===== src/rtl/camera64x64_pkg.sv =====
// Shared types and constants for the 64x64 camera frame-capture sequencer.
package camera64x64_pkg;

    typedef enum logic [2:0] {
        StIdle       = 3'd0,
        StTrig       = 3'd1,
        StWaitLookup = 3'd2,
        StWaitInt    = 3'd3,
        StRead       = 3'd4
    } cam_state_e;

    localparam int unsigned RowIdxW     = 6;
    localparam int unsigned DefClkDiv   = 4;
    localparam int unsigned DefTrigBits = 8;
    localparam logic [31:0] DefTimeout  = 32'h0000_0200;
    localparam int unsigned DefRows     = 64;

    // Counter width able to hold 0..n-1, never narrower than one bit.
    function automatic int unsigned cnt_width(input int unsigned n);
        return (n > 1) ? $clog2(n) : 1;
    endfunction

endpackage


===== src/rtl/camera64x64_ctrl_if.sv =====
// Host/camera/pixel-buffer signal bundle seen by the capture sequencer.
interface camera64x64_ctrl_if;

    logic                                start;
    logic                                abort;
    logic                                lookup;
    logic                                intr;
    logic                                row_ack;
    logic                                sclk;
    logic                                row_req;
    logic [camera64x64_pkg::RowIdxW-1:0] row_idx;
    logic                                busy;
    logic                                done;
    logic                                err;

    modport master (
        output start, abort, lookup, intr, row_ack,
        input  sclk, row_req, row_idx, busy, done, err
    );

    modport slave (
        input  start, abort, lookup, intr, row_ack,
        output sclk, row_req, row_idx, busy, done, err
    );

endinterface


===== src/rtl/camera64x64_sclk_gen.sv =====
// SPI trigger burst generator: TrigBits SCLK pulses, each half-period ClkDiv cycles.
module camera64x64_sclk_gen
    import camera64x64_pkg::*;
#(
    parameter int unsigned ClkDiv   = DefClkDiv,
    parameter int unsigned TrigBits = DefTrigBits
) (
    input  logic clk_i,
    input  logic rst_ni,
    input  logic en_i,
    input  logic clr_i,
    output logic sclk_o,
    output logic burst_done_o
);

    localparam int unsigned     DivW    = cnt_width(ClkDiv);
    localparam int unsigned     BitW    = cnt_width(TrigBits);
    localparam logic [DivW-1:0] DivLast = DivW'(ClkDiv - 1);
    localparam logic [BitW-1:0] BitLast = BitW'(TrigBits - 1);

    logic [DivW-1:0] div_q, div_d;
    logic [BitW-1:0] bit_q, bit_d;
    logic            sclk_q, sclk_d;
    logic            toggle;

    always_comb begin
        toggle       = en_i && !clr_i && (div_q == DivLast);
        // Last falling edge of the burst ends TRIG on the same clock edge.
        burst_done_o = toggle && sclk_q && (bit_q == BitLast);
        div_d        = div_q;
        bit_d        = bit_q;
        sclk_d       = sclk_q;
        if (!en_i || clr_i || burst_done_o) begin
            div_d  = '0;
            bit_d  = '0;
            sclk_d = 1'b0;
        end else if (toggle) begin
            div_d  = '0;
            sclk_d = !sclk_q;
            if (sclk_q) begin
                bit_d = bit_q + BitW'(1);
            end
        end else begin
            div_d = div_q + DivW'(1);
        end
    end

    always_ff @(posedge clk_i or negedge rst_ni) begin
        if (!rst_ni) begin
            div_q  <= '0;
            bit_q  <= '0;
            sclk_q <= 1'b0;
        end else begin
            div_q  <= div_d;
            bit_q  <= bit_d;
            sclk_q <= sclk_d;
        end
    end

    assign sclk_o = sclk_q;

endmodule


===== src/rtl/camera64x64_ctrl.sv =====
// Frame-capture sequencer: trigger burst, LOOKUP/INT wait with timeout, row handshakes.
module camera64x64_ctrl
    import camera64x64_pkg::*;
#(
    parameter int unsigned ClkDiv   = DefClkDiv,
    parameter int unsigned TrigBits = DefTrigBits,
    parameter logic [31:0] Timeout  = DefTimeout,
    parameter int unsigned Rows     = DefRows
) (
    input  logic                     clk_i,
    input  logic                     rst_ni,
    camera64x64_ctrl_if.slave        cam_io
);

    localparam logic [RowIdxW-1:0] RowLast = RowIdxW'(Rows - 1);
    localparam logic [31:0]        TmoLast = Timeout - 32'd1;

    cam_state_e         state_q;
    logic [31:0]        tmo_q;
    logic [RowIdxW-1:0] row_idx_q;
    logic               row_req_q;
    logic               busy_q;
    logic               done_q;
    logic               err_q;
    logic               trig_en;
    logic               burst_done;

    assign trig_en = (state_q == StTrig);

    camera64x64_sclk_gen #(
        .ClkDiv   (ClkDiv),
        .TrigBits (TrigBits)
    ) u_sclk_gen (
        .clk_i        (clk_i),
        .rst_ni       (rst_ni),
        .en_i         (trig_en),
        .clr_i        (cam_io.abort),
        .sclk_o       (cam_io.sclk),
        .burst_done_o (burst_done)
    );

    always_ff @(posedge clk_i or negedge rst_ni) begin
        if (!rst_ni) begin
            state_q   <= StIdle;
            tmo_q     <= '0;
            row_idx_q <= '0;
            row_req_q <= 1'b0;
            busy_q    <= 1'b0;
            done_q    <= 1'b0;
            err_q     <= 1'b0;
        end else begin
            done_q <= 1'b0;
            if (cam_io.abort) begin
                state_q   <= StIdle;
                row_idx_q <= '0;
                row_req_q <= 1'b0;
                busy_q    <= 1'b0;
            end else begin
                unique case (state_q)
                    StIdle: begin
                        if (cam_io.start) begin
                            state_q <= StTrig;
                            busy_q  <= 1'b1;
                            err_q   <= 1'b0;
                        end
                    end
                    StTrig: begin
                        if (burst_done) begin
                            state_q <= StWaitLookup;
                            tmo_q   <= '0;
                        end
                    end
                    StWaitLookup, StWaitInt: begin
                        tmo_q <= tmo_q + 32'd1;
                        // The awaited event beats a simultaneous timeout.
                        if (state_q == StWaitLookup && cam_io.lookup) begin
                            state_q <= StWaitInt;
                        end else if (state_q == StWaitInt && cam_io.intr) begin
                            state_q   <= StRead;
                            row_idx_q <= '0;
                            row_req_q <= 1'b1;
                        end else if (tmo_q == TmoLast) begin
                            state_q <= StIdle;
                            busy_q  <= 1'b0;
                            err_q   <= 1'b1;
                        end
                    end
                    StRead: begin
                        if (cam_io.row_ack) begin
                            if (row_idx_q == RowLast) begin
                                state_q   <= StIdle;
                                busy_q    <= 1'b0;
                                done_q    <= 1'b1;
                                row_req_q <= 1'b0;
                                row_idx_q <= '0;
                            end else begin
                                row_idx_q <= row_idx_q + RowIdxW'(1);
                            end
                        end
                    end
                    default: begin
                        state_q <= StIdle;
                        busy_q  <= 1'b0;
                    end
                endcase
            end
        end
    end

    assign cam_io.row_req = row_req_q;
    assign cam_io.row_idx = row_idx_q;
    assign cam_io.busy    = busy_q;
    assign cam_io.done    = done_q;
    assign cam_io.err     = err_q;

endmodule


===== src/flat_wrapper.sv =====
// flat-port wrapper written by rule: the top's interface ports become plain ports
module camera64x64_ctrl_flat import camera64x64_pkg::*;
#(
    parameter int unsigned ClkDiv   = DefClkDiv,
    parameter int unsigned TrigBits = DefTrigBits,
    parameter logic [31:0] Timeout  = DefTimeout,
    parameter int unsigned Rows     = DefRows
)
  (clk_i, rst_ni, cam_io_start, cam_io_abort, cam_io_lookup, cam_io_intr, cam_io_row_ack, cam_io_sclk, cam_io_row_req, cam_io_row_idx, cam_io_busy, cam_io_done, cam_io_err);
  camera64x64_ctrl_if cam_io_i ();
  input  logic clk_i;
  input  logic rst_ni;
  input wire logic [$bits(cam_io_i.start)-1:0] cam_io_start;
  input wire logic [$bits(cam_io_i.abort)-1:0] cam_io_abort;
  input wire logic [$bits(cam_io_i.lookup)-1:0] cam_io_lookup;
  input wire logic [$bits(cam_io_i.intr)-1:0] cam_io_intr;
  input wire logic [$bits(cam_io_i.row_ack)-1:0] cam_io_row_ack;
  output wire logic [$bits(cam_io_i.sclk)-1:0] cam_io_sclk;
  output wire logic [$bits(cam_io_i.row_req)-1:0] cam_io_row_req;
  output wire logic [$bits(cam_io_i.row_idx)-1:0] cam_io_row_idx;
  output wire logic [$bits(cam_io_i.busy)-1:0] cam_io_busy;
  output wire logic [$bits(cam_io_i.done)-1:0] cam_io_done;
  output wire logic [$bits(cam_io_i.err)-1:0] cam_io_err;
  assign cam_io_i.start = cam_io_start;
  assign cam_io_i.abort = cam_io_abort;
  assign cam_io_i.lookup = cam_io_lookup;
  assign cam_io_i.intr = cam_io_intr;
  assign cam_io_i.row_ack = cam_io_row_ack;
  assign cam_io_sclk = cam_io_i.sclk;
  assign cam_io_row_req = cam_io_i.row_req;
  assign cam_io_row_idx = cam_io_i.row_idx;
  assign cam_io_busy = cam_io_i.busy;
  assign cam_io_done = cam_io_i.done;
  assign cam_io_err = cam_io_i.err;
  camera64x64_ctrl #(.ClkDiv(ClkDiv), .TrigBits(TrigBits), .Timeout(Timeout), .Rows(Rows)) u_core (.clk_i(clk_i), .rst_ni(rst_ni), .cam_io(cam_io_i));
endmodule

===== config.mk =====
export PLATFORM = sky130hd
export DESIGN_NAME = camera64x64_ctrl_flat
export DESIGN_NICKNAME = d
export VERILOG_FILES = /design/src/rtl/camera64x64_pkg.sv /design/src/rtl/camera64x64_ctrl_if.sv /design/src/rtl/camera64x64_sclk_gen.sv /design/src/rtl/camera64x64_ctrl.sv /design/src/flat_wrapper.sv
export SDC_FILE = /design/constraint.sdc
export NUM_CORES = 1
export LEC_CHECK = 0
export CAP_MARGIN = 10
export CORE_MARGIN = 1.5
export CORE_UTILIZATION = 47
export DETAILED_ROUTE_END_ITERATION = 8
export HOLD_SLACK_MARGIN = 0.15
export PLACE_DENSITY_LB_ADDON = 0.05
export SYNTH_ARGS = -nofsm -noshare
export SYNTH_HDL_FRONTEND = slang
export SYNTH_SLANG_ARGS = --single-unit
export TNS_END_PERCENT = 10

===== constraint.sdc =====
create_clock -name clk_i -period 1.81 [get_ports clk_i]
set_input_delay 0.362 -clock clk_i [delete_from_list [all_inputs] [get_ports clk_i]]
set_output_delay 0.362 -clock clk_i [all_outputs]
set_load 0.01 [all_outputs]

## Word-level counts from Yosys, hierarchy flattened

Cells that the tools add are included.

- Register bits after elaboration: 51
- Output and inout port bits: 11
- Word-level logic and storage cells: 108

- $add $sub $neg: 4
- Equal/unequal tests: 23
- Multiplexer cells: 45
- Bitwise logic cells: 1
- Reductions and logical operators: 25

Operator list:

| cell | count |
|---|---|
| $pmux W32 S2 | 1 |
| $mux W3 | 11 |
| $add A32 B1 Y32 const B | 1 |
| $eq A32 B9 Y1 const B | 1 |
| $mux W32 | 1 |
| $mux W6 | 5 |
| $mux W1 | 20 |
| $ne A3 B2 Y1 const B | 4 |
| $ne A3 B3 Y1 const B | 4 |
| $pmux W3 S4 | 1 |
| $pmux W6 S2 | 1 |
| $reduce_and A5 Y1 | 2 |
| $ne A2 B2 Y1 const B | 4 |
| $reduce_bool A2 Y1 | 4 |
| $reduce_and A7 Y1 | 1 |
| $add A6 B1 Y6 const B | 1 |
| $eq A3 B2 Y1 const B | 2 |
| $eq A3 B3 Y1 const B | 2 |
| $eq A6 B6 Y1 const B | 1 |
| $logic_and A1 B1 Y1 | 6 |
| $reduce_and A6 Y1 | 1 |
| $ne A5 B2 Y1 const B | 1 |
| $mux W2 | 2 |
| $ne A2 B1 Y1 const B | 2 |
| other kinds (15) | 19 |

## Depth between registers and ports, before layout

- Word-level depth: 8
- Mapped depth: 8
- Mapped depth without buffers: 7

## Cells and area by module

Synthesis repeated with hierarchy kept, for this count alone.

- Cells, all modules: 307
- Area total of the unflattened synthesis: 2816.5 µm²

By module, submodules not included:

| module | instances | cells an instance | area each (µm²) |
|---|---|---|---|
| camera64x64_ctrl | 1 | 280 | 2489.9 |
| camera64x64_sclk_gen | 1 | 27 | 326.6 |

## Worst setup path before layout

Ideal clock, no wire load.

- Kind: reg-to-reg
- Start: reg u_core.u_sclk_gen.bit_q[0]
- End: reg u_core.tmo_q[17]
- Library setup time: 0.121 ns
- Data arrival time: 1.868 ns
- Data required time: 1.689 ns
- Slack: -0.179 ns
- Cell stages (with the launch flop): 9
- Path buffers: 1
- Clock period less this slack: 1.989 ns
- Cell sequence: dfrtp_1 ha_1 ha_1 a41oi_1 or4_1 clkbuf_1 nor3_1 xnor2_1 nor2_1

- Word-level cells in the longest chain between the ends: 4

Ends and longest elaborated chain:

| element | line | source |
|---|---|---|
| start: declaration | camera64x64_sclk_gen.sv:22 | `logic [BitW-1:0] bit_q, bit_d;` |
| start signal: assignment | camera64x64_sclk_gen.sv:55 | `bit_q <= bit_d;` |
| $eq A3 B3 Y1 | camera64x64_sclk_gen.sv:29 | `burst_done_o = toggle && sclk_q && (bit_q == BitLast);` |
| $logic_and A1 B1 Y1 | camera64x64_sclk_gen.sv:29 |  |
| $ne A2 B1 Y1 (no line) | n/a |  |
| $reduce_and A3 Y1 (no line) | n/a |  |
| end signal: assignment | camera64x64_ctrl.sv:74 | `tmo_q <= tmo_q + 32'd1;` |
| end: declaration | camera64x64_ctrl.sv:19 | `logic [31:0] tmo_q;` |

No other way between the ends.
A chain may end at the register's enable or synchronous reset.

## Worst setup path in the final report

- Start: reg u_core.tmo_q[9]
- End: reg u_core.state_q[0]

- Word-level cells in the longest chain between the ends: 3

Ends and longest elaborated chain:

| element | line | source |
|---|---|---|
| $eq A32 B9 Y1 | camera64x64_ctrl.sv:82 | `end else if (tmo_q == TmoLast) begin` |
| $ne A5 B2 Y1 (no line) | n/a |  |
| $reduce_and A5 Y1 (no line) | n/a |  |
| end signal: assignment | camera64x64_ctrl.sv:79 | `state_q <= StRead;` |
| end signal: assignment | camera64x64_ctrl.sv:83 | `state_q <= StIdle;` |
| end signal: assignment | camera64x64_ctrl.sv:91 | `state_q <= StIdle;` |
| end: declaration | camera64x64_ctrl.sv:18 | `cam_state_e state_q;` |

No other way between the ends.

==> metrics.txt <==
outcome complete, but fails checks; failing checks negative setup slack; Initial DRC Count 89; die area 6220 um2; utilization after layout 66.4%; Num CTS Buffers 5; RSZ-0062 raised after global routing true; Worst VDD drop 0.000473 V; most common cell after layout, fill and taps aside buf_4; initial cell density of the core 48.8%; number of global-route vias before repair 2297; initial antenna violation count 0; ys flop type dfrtp_1; largest net degree at the start of global routing 52; TritonCTS clock tree done; nets@finish 379; global-route wire length before repair 11100 um; Die Y 78.9 um; FF+latch count, synth 51; clk_lat worst skew 310 ps; routed len/inst 14.6 um; post-layout min period 1820 ps; clock slew at reported path FFs 100 ps; max-slew violations 0; floorplan row count 27; via count 2340; fin area 3680 um2; Final ANT Viol Nets 0; Post-synth EDFFs 0; Mean Syn Cell Area 9.30 um2; worst-path cell chain nor4_2, nand3_1, or3_4, a311oi_2, mux2i_1; post-route insts no fill 440; vias per cell 5.32; clk sinks 51; Max-Cap Viols 0; r2r setup slk -10 ps; Root Driver clkbuf_8; die width 78.9 um; max_slew headroom 66.2%; Tcrit/Tclk final 101%; GRT overflow 0; fill count 474; # setup viols final 2; DP Area 3430 um2; cell area power density 759 nW/um2; Antenna Cells 0; commonest non-fill, non-tap cells in the layout buf_4 (60), dfrtp_1 (51), nor2_1 (43); Worst Hold Class register to register; top cell type's share of synthesized area 47.2%; Hold WS 445 ps; Cells after Synth 291; Sequential cell area 1280 um2; Final Hold Viols 0; Worst EP required 2000 ps; leakage 1.63 nW; Tot Pwr 2.79 mW; Ys Warns 0; CP Capture Type register; Netlist cell types 40; top cells by area, synth dfrtp_1 (47%), nor2_1 (6.4%), xor2_1 (6.1%); I/O pins 18; Tightest Pin Transition 504 ps; startpoint types register; post-placement cell count 428; Worst path max stage delay 450 ps; Core Box Area 5540 um2; Peak Freq 549 MHz; critical path class register to register; drt first pass iters 4; H-tree depth 2; syn_nets 303; Max clock buf depth 2; Final Skew 6.40 ps; Area Growth Syn to Fin 35.8%; ys async rst share 100%; Final GP Congestion 0.865; Slowest cell on crit path or3_4; # port buffers 17; cell taking the most area after synthesis dfrtp_1; Seq/Total Area, Yosys 47.2%; arrival time at the worst endpoint 2010 ps; Remaining DRCs 0; Mapped Area 2710 um2; share of layout cells above drive strength 1 27.7%; post-DP HPWL 4340 um; crit path max fanout 4; Total GRT Usage 22.9%; area of the multi-input gates 1480 um2; final wirelength 6440 um; final worst setup slack -12.7 ps
==> final timing paths <==
kind                                                 startpoint                                     end  cells past startpoint
min reg2reg                u_core.u_sclk_gen.div_q[0]$_DFF_PN0_    u_core.u_sclk_gen.div_q[0]$_DFF_PN0_                      1
max reg2reg                         u_core.tmo_q[9]$_DFFE_PN0P_           u_core.state_q[0]$_DFFE_PN0P_                      5
min                        u_core.u_sclk_gen.div_q[0]$_DFF_PN0_    u_core.u_sclk_gen.div_q[0]$_DFF_PN0_                      1
max                                 u_core.tmo_q[9]$_DFFE_PN0P_           u_core.state_q[0]$_DFFE_PN0P_                      5
max in group asynchronous                                rst_ni    u_core.cam_io.row_idx[5]$_DFFE_PN0P_                      3
min in group asynchronous                                rst_ni  u_core.u_sclk_gen.bit_q[0]$_DFFE_PN0P_                      3
==> per-layer routing <==
layer  up-vias  global-route usage (%)  share of wire [%]
li1       1186                       -                  -
met4         0                    6.49                1.0
met2        27                    35.0                 45
met3         5                    4.14                2.5
met5         -                       0                  0
met1      1122                    33.4                 52
==> metrics by stage <==
step	setup WS, ps	TNS (ps)
after detailed placement	-369	-11560
after floorplan	-17.4	-76.5
after CTS	-35.0	-83.2
final	-12.7	-14.1
after global placement	-339	-10790
after global routing	-112	-1360
==> registers in the layout (all words and copies together), names as in the netlist <==
signal / flops
u_core.cam_io.row_req: 1
u_core.cam_io.done: 1
u_core.cam_io.row_idx: 6
u_core.cam_io.err: 1
u_core.u_sclk_gen.bit_q: 3
u_core.cam_io.busy: 1
u_core.tmo_q: 32
u_core.u_sclk_gen.sclk_o: 1
u_core.u_sclk_gen.div_q: 2
u_core.state_q: 3
==> cells by family after synthesis <==
group	after synthesis	synth area share, %
AOI/OAI and AO/OA	27	6.43
muxes	3	1.16
DFF	51	47.2
xor gates and xnor gates	31	10.0
buffers and inverters	18	2.82
and+or+nand+nor	156	30.1
adders and majority gates	5	2.31
==> synth_stat cells (6+ instances only) <==
library cell,n
a21oi_1,8
buf_2,7
clkbuf_1,6
dfrtp_1,51
nand2_1,20
nand3_1,24
nand4_1,11
nor2_1,46
nor3_1,10
nor4_1,9
o21ai_0,8
xnor2_1,12
xor2_1,19
==> worst max-delay path: cells and delay by family (launching register included) <==
kind	cells	cell delay, ps
compound gates	1	240
flops	1	440
simple gates	3	920
mux	1	100
==> power by group <==
part	switching, mW	total [mW]	internal (mW)
logic	0.315	0.663	0.347
registers	0.0874	1.31	1.22
clock network	0.409	0.822	0.413
total	0.812	2.79	1.98
==> layout make-up <==
type                    instances  share of cell area, %
clock buffers                   5                   1.87
clock inverters                 3                   1.19
inverters                       5                  0.511
multi-input cells             222                   40.3
flip-flops and latches         51                   34.7
well taps                      72                   2.45
repair buffers                 82                   19.0
==> timing repair <==
item | CTS | global route
endpoints found under the hold margin | 51 | 0
setup buffers | 1 | 1
cloned | 1 | 0
endpoints found under the setup margin | 17 | 34
gates resized for setup | 10 | 11
hold buffers | 1 | 0
pin swaps | 0 | 10
(Power assumes the default switching activity.)
